<file path="config.mk">
export PLATFORM = sky130hd
export DESIGN_NAME = gbdt_tree_walker
export DESIGN_NICKNAME = d
export VERILOG_FILES = /design/src/rtl/gbdt_pkg.sv /design/src/rtl/gbdt_split_cmp.sv /design/src/rtl/gbdt_tree_walker.sv
export SDC_FILE = /design/constraint.sdc
export NUM_CORES = 1
export LEC_CHECK = 0
export ABC_CLOCK_PERIOD_IN_PS = 4750
export CAP_MARGIN = 0
export CORE_AREA = 3 3 85 87
export DETAILED_ROUTE_END_ITERATION = 12
export DIE_AREA = 0 0 88 90
export PLACE_DENSITY_LB_ADDON = 0.25
export SETUP_SLACK_MARGIN = 0.15
export SLEW_MARGIN = 20
export SYNTH_ARGS = -nofsm -noshare
export SYNTH_HDL_FRONTEND = slang
export SYNTH_SLANG_ARGS = --single-unit
</file>
<file path="constraint.sdc">
create_clock -name gbdt_clk -period 4.75 [get_ports gbdt_clk]
set_clock_uncertainty 0.05 [all_clocks]
set_input_delay 0.7125 -clock gbdt_clk [delete_from_list [all_inputs] [get_ports gbdt_clk]]
set_output_delay 0.7125 -clock gbdt_clk [all_outputs]
set_load 0.02 [all_outputs]
</file>
<file path="src/rtl/gbdt_pkg.sv">
// Shared types and node-word layout for the GBDT tree walker.
package gbdt_pkg;

  localparam int unsigned DEF_NODE_AW   = 12;
  localparam int unsigned DEF_MAX_DEPTH = 6;

  localparam int unsigned NODE_W   = 32;
  localparam int unsigned VAL_W    = 16;
  localparam int unsigned FEAT_W   = 8;
  localparam int unsigned NUM_W    = 8;

  localparam int unsigned VAL_MSB  = 31;
  localparam int unsigned VAL_LSB  = 16;
  localparam int unsigned FEAT_MSB = 15;
  localparam int unsigned FEAT_LSB = 8;
  localparam int unsigned LEAF_BIT = 0;

  typedef enum logic [2:0] {
    IDLE     = 3'd0,
    NODE_REQ = 3'd1,
    NODE_RSP = 3'd2,
    FEAT_RSP = 3'd3,
    EMIT     = 3'd4
  } gbdt_state_e;

endpackage

</file>
<file path="src/rtl/gbdt_split_cmp.sv">
// Signed threshold compare and child-slot selection for one split node.
module gbdt_split_cmp
  import gbdt_pkg::*;
#(
  parameter int unsigned IDX_W = DEF_MAX_DEPTH + 1
) (
  input  logic [VAL_W-1:0] feat_val,
  input  logic [VAL_W-1:0] threshold,
  input  logic [IDX_W-1:0] node_idx,
  output logic [IDX_W-1:0] child_idx
);

  logic go_left;

  // Left child when the feature is strictly below the threshold; heap layout 2i+1 / 2i+2.
  always_comb begin
    go_left   = $signed(feat_val) < $signed(threshold);
    child_idx = IDX_W'({node_idx, 1'b0} + (go_left ? (IDX_W+1)'(1) : (IDX_W+1)'(2)));
  end

endmodule

</file>
<file path="src/rtl/gbdt_tree_walker.sv">
// Walks a forest of heap-ordered decision trees and streams one leaf per tree to an accumulator.
module gbdt_tree_walker
  import gbdt_pkg::*;
#(
  parameter int unsigned NODE_AW   = DEF_NODE_AW,
  parameter int unsigned MAX_DEPTH = DEF_MAX_DEPTH
) (
  input  logic                gbdt_clk,
  input  logic                gbdt_rst,
  input  logic                start,
  input  logic [NUM_W-1:0]    num_trees,
  output logic                node_rd_en,
  output logic [NODE_AW-1:0]  node_addr,
  input  logic [NODE_W-1:0]   node_data,
  output logic                feat_rd_en,
  output logic [FEAT_W-1:0]   feat_addr,
  input  logic [VAL_W-1:0]    feat_val,
  output logic                start_new_round,
  output logic                enable,
  output logic                is_leaf,
  output logic                finish_condition,
  output logic [VAL_W-1:0]    leaf_val,
  output logic                busy,
  output logic                err
);

  localparam int unsigned IDX_W      = MAX_DEPTH + 1;
  localparam int unsigned TREE_SLOTS = 1 << IDX_W;
  localparam int unsigned DEPTH_W    = (MAX_DEPTH > 0) ? $clog2(MAX_DEPTH + 1) : 1;
  localparam int unsigned ADDR_W     = NUM_W + IDX_W;

  gbdt_state_e          state_q, state_d;
  logic [NUM_W-1:0]     num_q;
  logic [NUM_W-1:0]     tree_idx_q;
  logic [IDX_W-1:0]     node_idx_q;
  logic [DEPTH_W-1:0]   depth_q;
  logic [VAL_W-1:0]     thr_q;
  logic [VAL_W-1:0]     leaf_val_q;
  logic                 err_q;

  logic                 node_is_leaf;
  logic                 depth_max;
  logic                 last_tree;
  logic [IDX_W-1:0]     child_idx;
  logic [ADDR_W-1:0]    addr_full;
  logic                 node_rsvd_unused;

  // Node-word decode and walk-position status shared by FSM and datapath.
  always_comb begin
    node_is_leaf     = node_data[LEAF_BIT];
    node_rsvd_unused = ^node_data[FEAT_LSB-1:LEAF_BIT+1];
    depth_max        = (depth_q == DEPTH_W'(MAX_DEPTH));
    last_tree        = (num_q == '0) || (tree_idx_q == num_q - NUM_W'(1));
    addr_full        = ADDR_W'(tree_idx_q) * ADDR_W'(TREE_SLOTS) + ADDR_W'(node_idx_q);
  end

  gbdt_split_cmp #(
    .IDX_W (IDX_W)
  ) u_split_cmp (
    .feat_val  (feat_val),
    .threshold (thr_q),
    .node_idx  (node_idx_q),
    .child_idx (child_idx)
  );

  // State register.
  always_ff @(posedge gbdt_clk) begin
    if (gbdt_rst) state_q <= IDLE;
    else          state_q <= state_d;
  end

  // Next-state selection.
  always_comb begin
    state_d = state_q;
    case (state_q)
      IDLE:     if (start) state_d = (num_trees == '0) ? EMIT : NODE_REQ;
      NODE_REQ: state_d = NODE_RSP;
      NODE_RSP: state_d = (node_is_leaf || depth_max) ? EMIT : FEAT_RSP;
      FEAT_RSP: state_d = NODE_REQ;
      EMIT:     state_d = last_tree ? IDLE : NODE_REQ;
      default:  state_d = IDLE;
    endcase
  end

  // Per-state strobes toward node memory, feature memory and accumulator.
  always_comb begin
    start_new_round  = 1'b0;
    node_rd_en       = 1'b0;
    node_addr        = '0;
    feat_rd_en       = 1'b0;
    feat_addr        = '0;
    enable           = 1'b0;
    is_leaf          = 1'b0;
    finish_condition = 1'b0;
    case (state_q)
      IDLE:     start_new_round = start;
      NODE_REQ: begin
        node_rd_en = 1'b1;
        node_addr  = NODE_AW'(addr_full);
      end
      NODE_RSP: begin
        if (!node_is_leaf && !depth_max) begin
          feat_rd_en = 1'b1;
          feat_addr  = node_data[FEAT_MSB:FEAT_LSB];
        end
      end
      EMIT: begin
        enable           = 1'b1;
        is_leaf          = 1'b1;
        finish_condition = last_tree;
      end
      default: ;
    endcase
  end

  // Walk position, latched threshold, leaf value and sticky overflow flag.
  always_ff @(posedge gbdt_clk) begin
    if (gbdt_rst) begin
      num_q      <= '0;
      tree_idx_q <= '0;
      node_idx_q <= '0;
      depth_q    <= '0;
      thr_q      <= '0;
      leaf_val_q <= '0;
      err_q      <= 1'b0;
    end else begin
      case (state_q)
        IDLE: begin
          if (start) begin
            num_q      <= num_trees;
            tree_idx_q <= '0;
            node_idx_q <= '0;
            depth_q    <= '0;
            err_q      <= 1'b0;
            if (num_trees == '0) leaf_val_q <= '0;
          end
        end
        NODE_RSP: begin
          thr_q <= node_data[VAL_MSB:VAL_LSB];
          if (node_is_leaf) begin
            leaf_val_q <= node_data[VAL_MSB:VAL_LSB];
          end else if (depth_max) begin
            err_q      <= 1'b1;
            leaf_val_q <= '0;
          end
        end
        FEAT_RSP: begin
          node_idx_q <= child_idx;
          depth_q    <= depth_q + DEPTH_W'(1);
        end
        EMIT: begin
          if (!last_tree) begin
            tree_idx_q <= tree_idx_q + NUM_W'(1);
            node_idx_q <= '0;
            depth_q    <= '0;
          end
        end
        default: ;
      endcase
    end
  end

  assign leaf_val = leaf_val_q;
  assign err      = err_q;
  assign busy     = (state_q != IDLE);

endmodule

</file>
==> qor.txt <==
Remaining Overflow, GRT = 0
CTS sink count = 62
# Max-Cap Violations = 0
Reg2Reg Depth = 9
Compound-gate portion of the synthesized area = 18.7%
Clock Latency Late Sink = 0.35 ns
Power share of the clock group = 36.2%
Seq pwr share = 39.3%
Crit path cell chain = inv_1 -> ha_1 -> o21bai_1 -> a211oi_1 -> a211oi_2 -> a2111oi_4 -> nor2_1 -> nor2_1 -> clkdlybuf4s50_1
Final core occ = 70.4%
Hold Path Class = reg2reg
Unrepaired setup endpoints after global routing = false
Period utilisation layout = 86.1%
Switching power = 450 uW
Synth Instances = 413
CP delay by family, top = compound AO/OA/AOI/OAI gates
Mux cell area share after synthesis = 1.54%
WP data required = 3.99 ns
Area of the multi-input gates = 1920 um2
Placed cell count = 562
Combinational family with the most area after synthesis = simple AND/OR/NAND/NOR gates
CP peak stage delay = 0.62 ns
Status = completed
DRT Pass-1 Iters = 4
FF-to-FF Start = num_q[0]$_SDFFE_PP0P_
Worst Hold Depth = 2
Routed vias/inst = 5.38
Largest net degree at the start of global routing = 58
Crit-path most repeated cell = nor2_1
Setup Buffers After CTS = 0
Area growth, synth to finish = 35.3%
Cts repair resizes = 0
Total track usage = 22.6%
Nets = 577
Internal = 1.02 mW
Synth Register Bits = 62
CP Capture Type = output pin
Setup TNS = 0 ns
Synth warn = 0
Diode count = 0
Rel. slew slack = 27.8%
FP Rows = 29
Leading area contributor after synthesis = dfxtp_1
Mapped Area = 3340 um2
Fmax = 245 MHz
IO Port Bufs = 95
Ports = 103
Minimum clock period = 4.09 ns
First-pass GRT wire length = 14200 um
# fillers = 518
Peak VDD IR = 230 uV
Initial antenna violation count = 0
Core area = 6420 um2
Cts hold-fix bufs = 0
Num CTS Buffers = 9
Hpwl dp = 6360 um
Switching share of total power = 30.6%
Leak = 1.66 nW
Layout cells sized above 1 = 6.59%
Post-Synth Simple-Gate Area = 24.3%
Syn avg cell area = 8.09 um2
Via count = 3110
Gpl congestion = 0.804
Worst EP arrival = 3.33 ns
Die outline height = 90 um
Final wirelength = 8650 um
Post-synth EDFFs = 0
Distinct cell type count after synthesis = 53
Combinational fraction of design power = 24.5%
HP Start = thr_q[0]$_SDFFE_PP0P_
Post-synth top flop = dfxtp_1
Layout Cells excl Fill = 578
# setup viols final = 0
Per-cell routed wire length = 15.0 um
Kind of critical path = reg2out
CP Launch Type = register
Worst Tran Pin Value = 1.08 ns
Final hold viol count = 0
Die Wd = 88 um
Xor-xnor portion of the synthesized cell area = 4.19%
Pwr Density = 325 nW/um2
DRC errors left = 0
Synth area leaders = dfxtp_1 37%, ha_1 8.2%, nand2_1 6.9%, a21oi_1 5.4%, nor2_1 5.4%
Root Buffer = clkbuf_8
Slew Limit Fails = 0
Syn Nets = 494
CTS tree = built
Max Root-Sink Buffers = 2
Critical Path Source = num_q[0]$_SDFFE_PP0P_
Clock-pin transition on the worst setup and hold timing paths = 0.07 ns
Flip-flop and latch area = 1240 um2
Die area = 7920 um2
CP max stage cell = clkdlybuf4s50_1
1st-iter DRT viols = 106
# H-tree levels = 3
Critical path buffers and inverters = 2
Worst path depth = 9
Ys async rst share = 0%
Sequential area share after synthesis = 37.1%
Synth Area in Adders = 8.24%
Post-route ant nets = 0
Starting density of the core = 52.0%
Vias in the first global route = 3123
Area fraction of the dominant cell type after synthesis = 37.1%
CP max FO = 8
## stage by stage
stage	total power [mW]	hold slack, ns	setup slack, ns	area (um2)
6_report	1.47	0.404	0.662	4520
5_1_grt	1.55	0.428	0.438	4520
4_1_cts	1.48	0.406	0.672	4520
3_5_place_dp	0.946	0.396	1.06	4290
3_3_place_gp	0.933	0.392	1.12	4280
2_1_floorplan	0.817	0.382	1.71	3340
## power by group through the flow
stage / sequential (mW) / clock [mW] / combinational (mW)
final: 0.577 / 0.532 / 0.359
after global routing: 0.582 / 0.571 / 0.398
after CTS: 0.577 / 0.545 / 0.361
after detailed placement: 0.589 / 0 / 0.357
after global placement: 0.588 / 0 / 0.345
after floorplan: 0.587 / 0 / 0.230
## layout by cell type (no fill, tap or decap), drive strengths merged, types with 5 or more instances in the layout
master / n
ha: 22
clkdlybuf4s50: 94
nor3: 6
xnor2: 10
nand3: 7
nand2: 61
clkbuf: 10
o21ai: 9
nor2: 48
a22oi: 21
a21oi: 36
xor2: 6
a211oi: 5
dfxtp: 62
and2: 23
inv: 23
## final cells by class
type / instances / share of cell area (%)
sequential: 62 / 27.4
clock inverter: 6 / 2.07
tap: 77 / 2.13
timing repair buffer: 96 / 21.1
inverter: 22 / 1.83
clock buffer: 10 / 3.04
multi-input combinational: 305 / 42.4
## Yosys cell counts, types with 2 or more instances
| cell type | number |
|---|---|
| or3_1 | 3 |
| nand2_1 | 61 |
| o211ai_1 | 2 |
| nand3_1 | 7 |
| a22oi_1 | 21 |
| ha_1 | 22 |
| a31oi_1 | 3 |
| buf_4 | 2 |
| o2111ai_1 | 2 |
| inv_1 | 22 |
| nor2b_1 | 3 |
| and2_1 | 23 |
| mux2i_1 | 4 |
| and3_1 | 3 |
| xor2_1 | 6 |
| xnor2_1 | 10 |
| buf_6 | 2 |
| nor4_1 | 2 |
| nor2_1 | 48 |
| dfxtp_1 | 62 |
| a211oi_2 | 2 |
| nand2b_1 | 4 |
| a21oi_1 | 36 |
| nor3_1 | 6 |
| nor3b_1 | 3 |
| o21ai_1 | 2 |
| a211oi_1 | 3 |
| clkbuf_1 | 19 |
| o21ai_0 | 6 |
## kinds of logic after synthesis
family                     Yosys count
and+or+nand+nor                    171
AOI/OAI and AO/OA                   91
DFF                                 62
buffers and inverters               46
adders and majority gates           22
xor gates and xnor gates            16
muxes                                5
## layer usage
| layer | vias to the layer above | GRT usage, % | wire length, um |
|---|---|---|---|
| met4 | 0 | 7.29 | 117 |
| met3 | 11 | 5.76 | 426 |
| met2 | 78 | 37.6 | 4300 |
| met5 | - | 0 | 0 |
| li1 | 1581 | - | - |
| met1 | 1440 | 28.2 | 3810 |
## worst min-delay path, delay by kind of cell (launching register included)
kind	cells	cell delay, ns
DFF	1	0.31
AOI/OAI and AO/OA	1	0.05
and+or+nand+nor	1	0.05
## registers in the layout (all words and copies together) (netlist names)
name	cells
leaf_val	16
thr_q	16
num_q	8
tree_idx_q	8
node_idx_q	7
depth_q	3
state_q	3
err	1
## path summary, 6_finish.rpt
path                                endpoint  slack [ns]
setup / recovery            finish_condition        0.66
setup reg to reg  tree_idx_q[5]$_SDFFE_PP0P_        1.89
hold reg to reg        thr_q[0]$_SDFFE_PP0P_        0.40
hold / removal         thr_q[0]$_SDFFE_PP0P_        0.40
No activity file was read; power rests on OpenSTA's default activity.
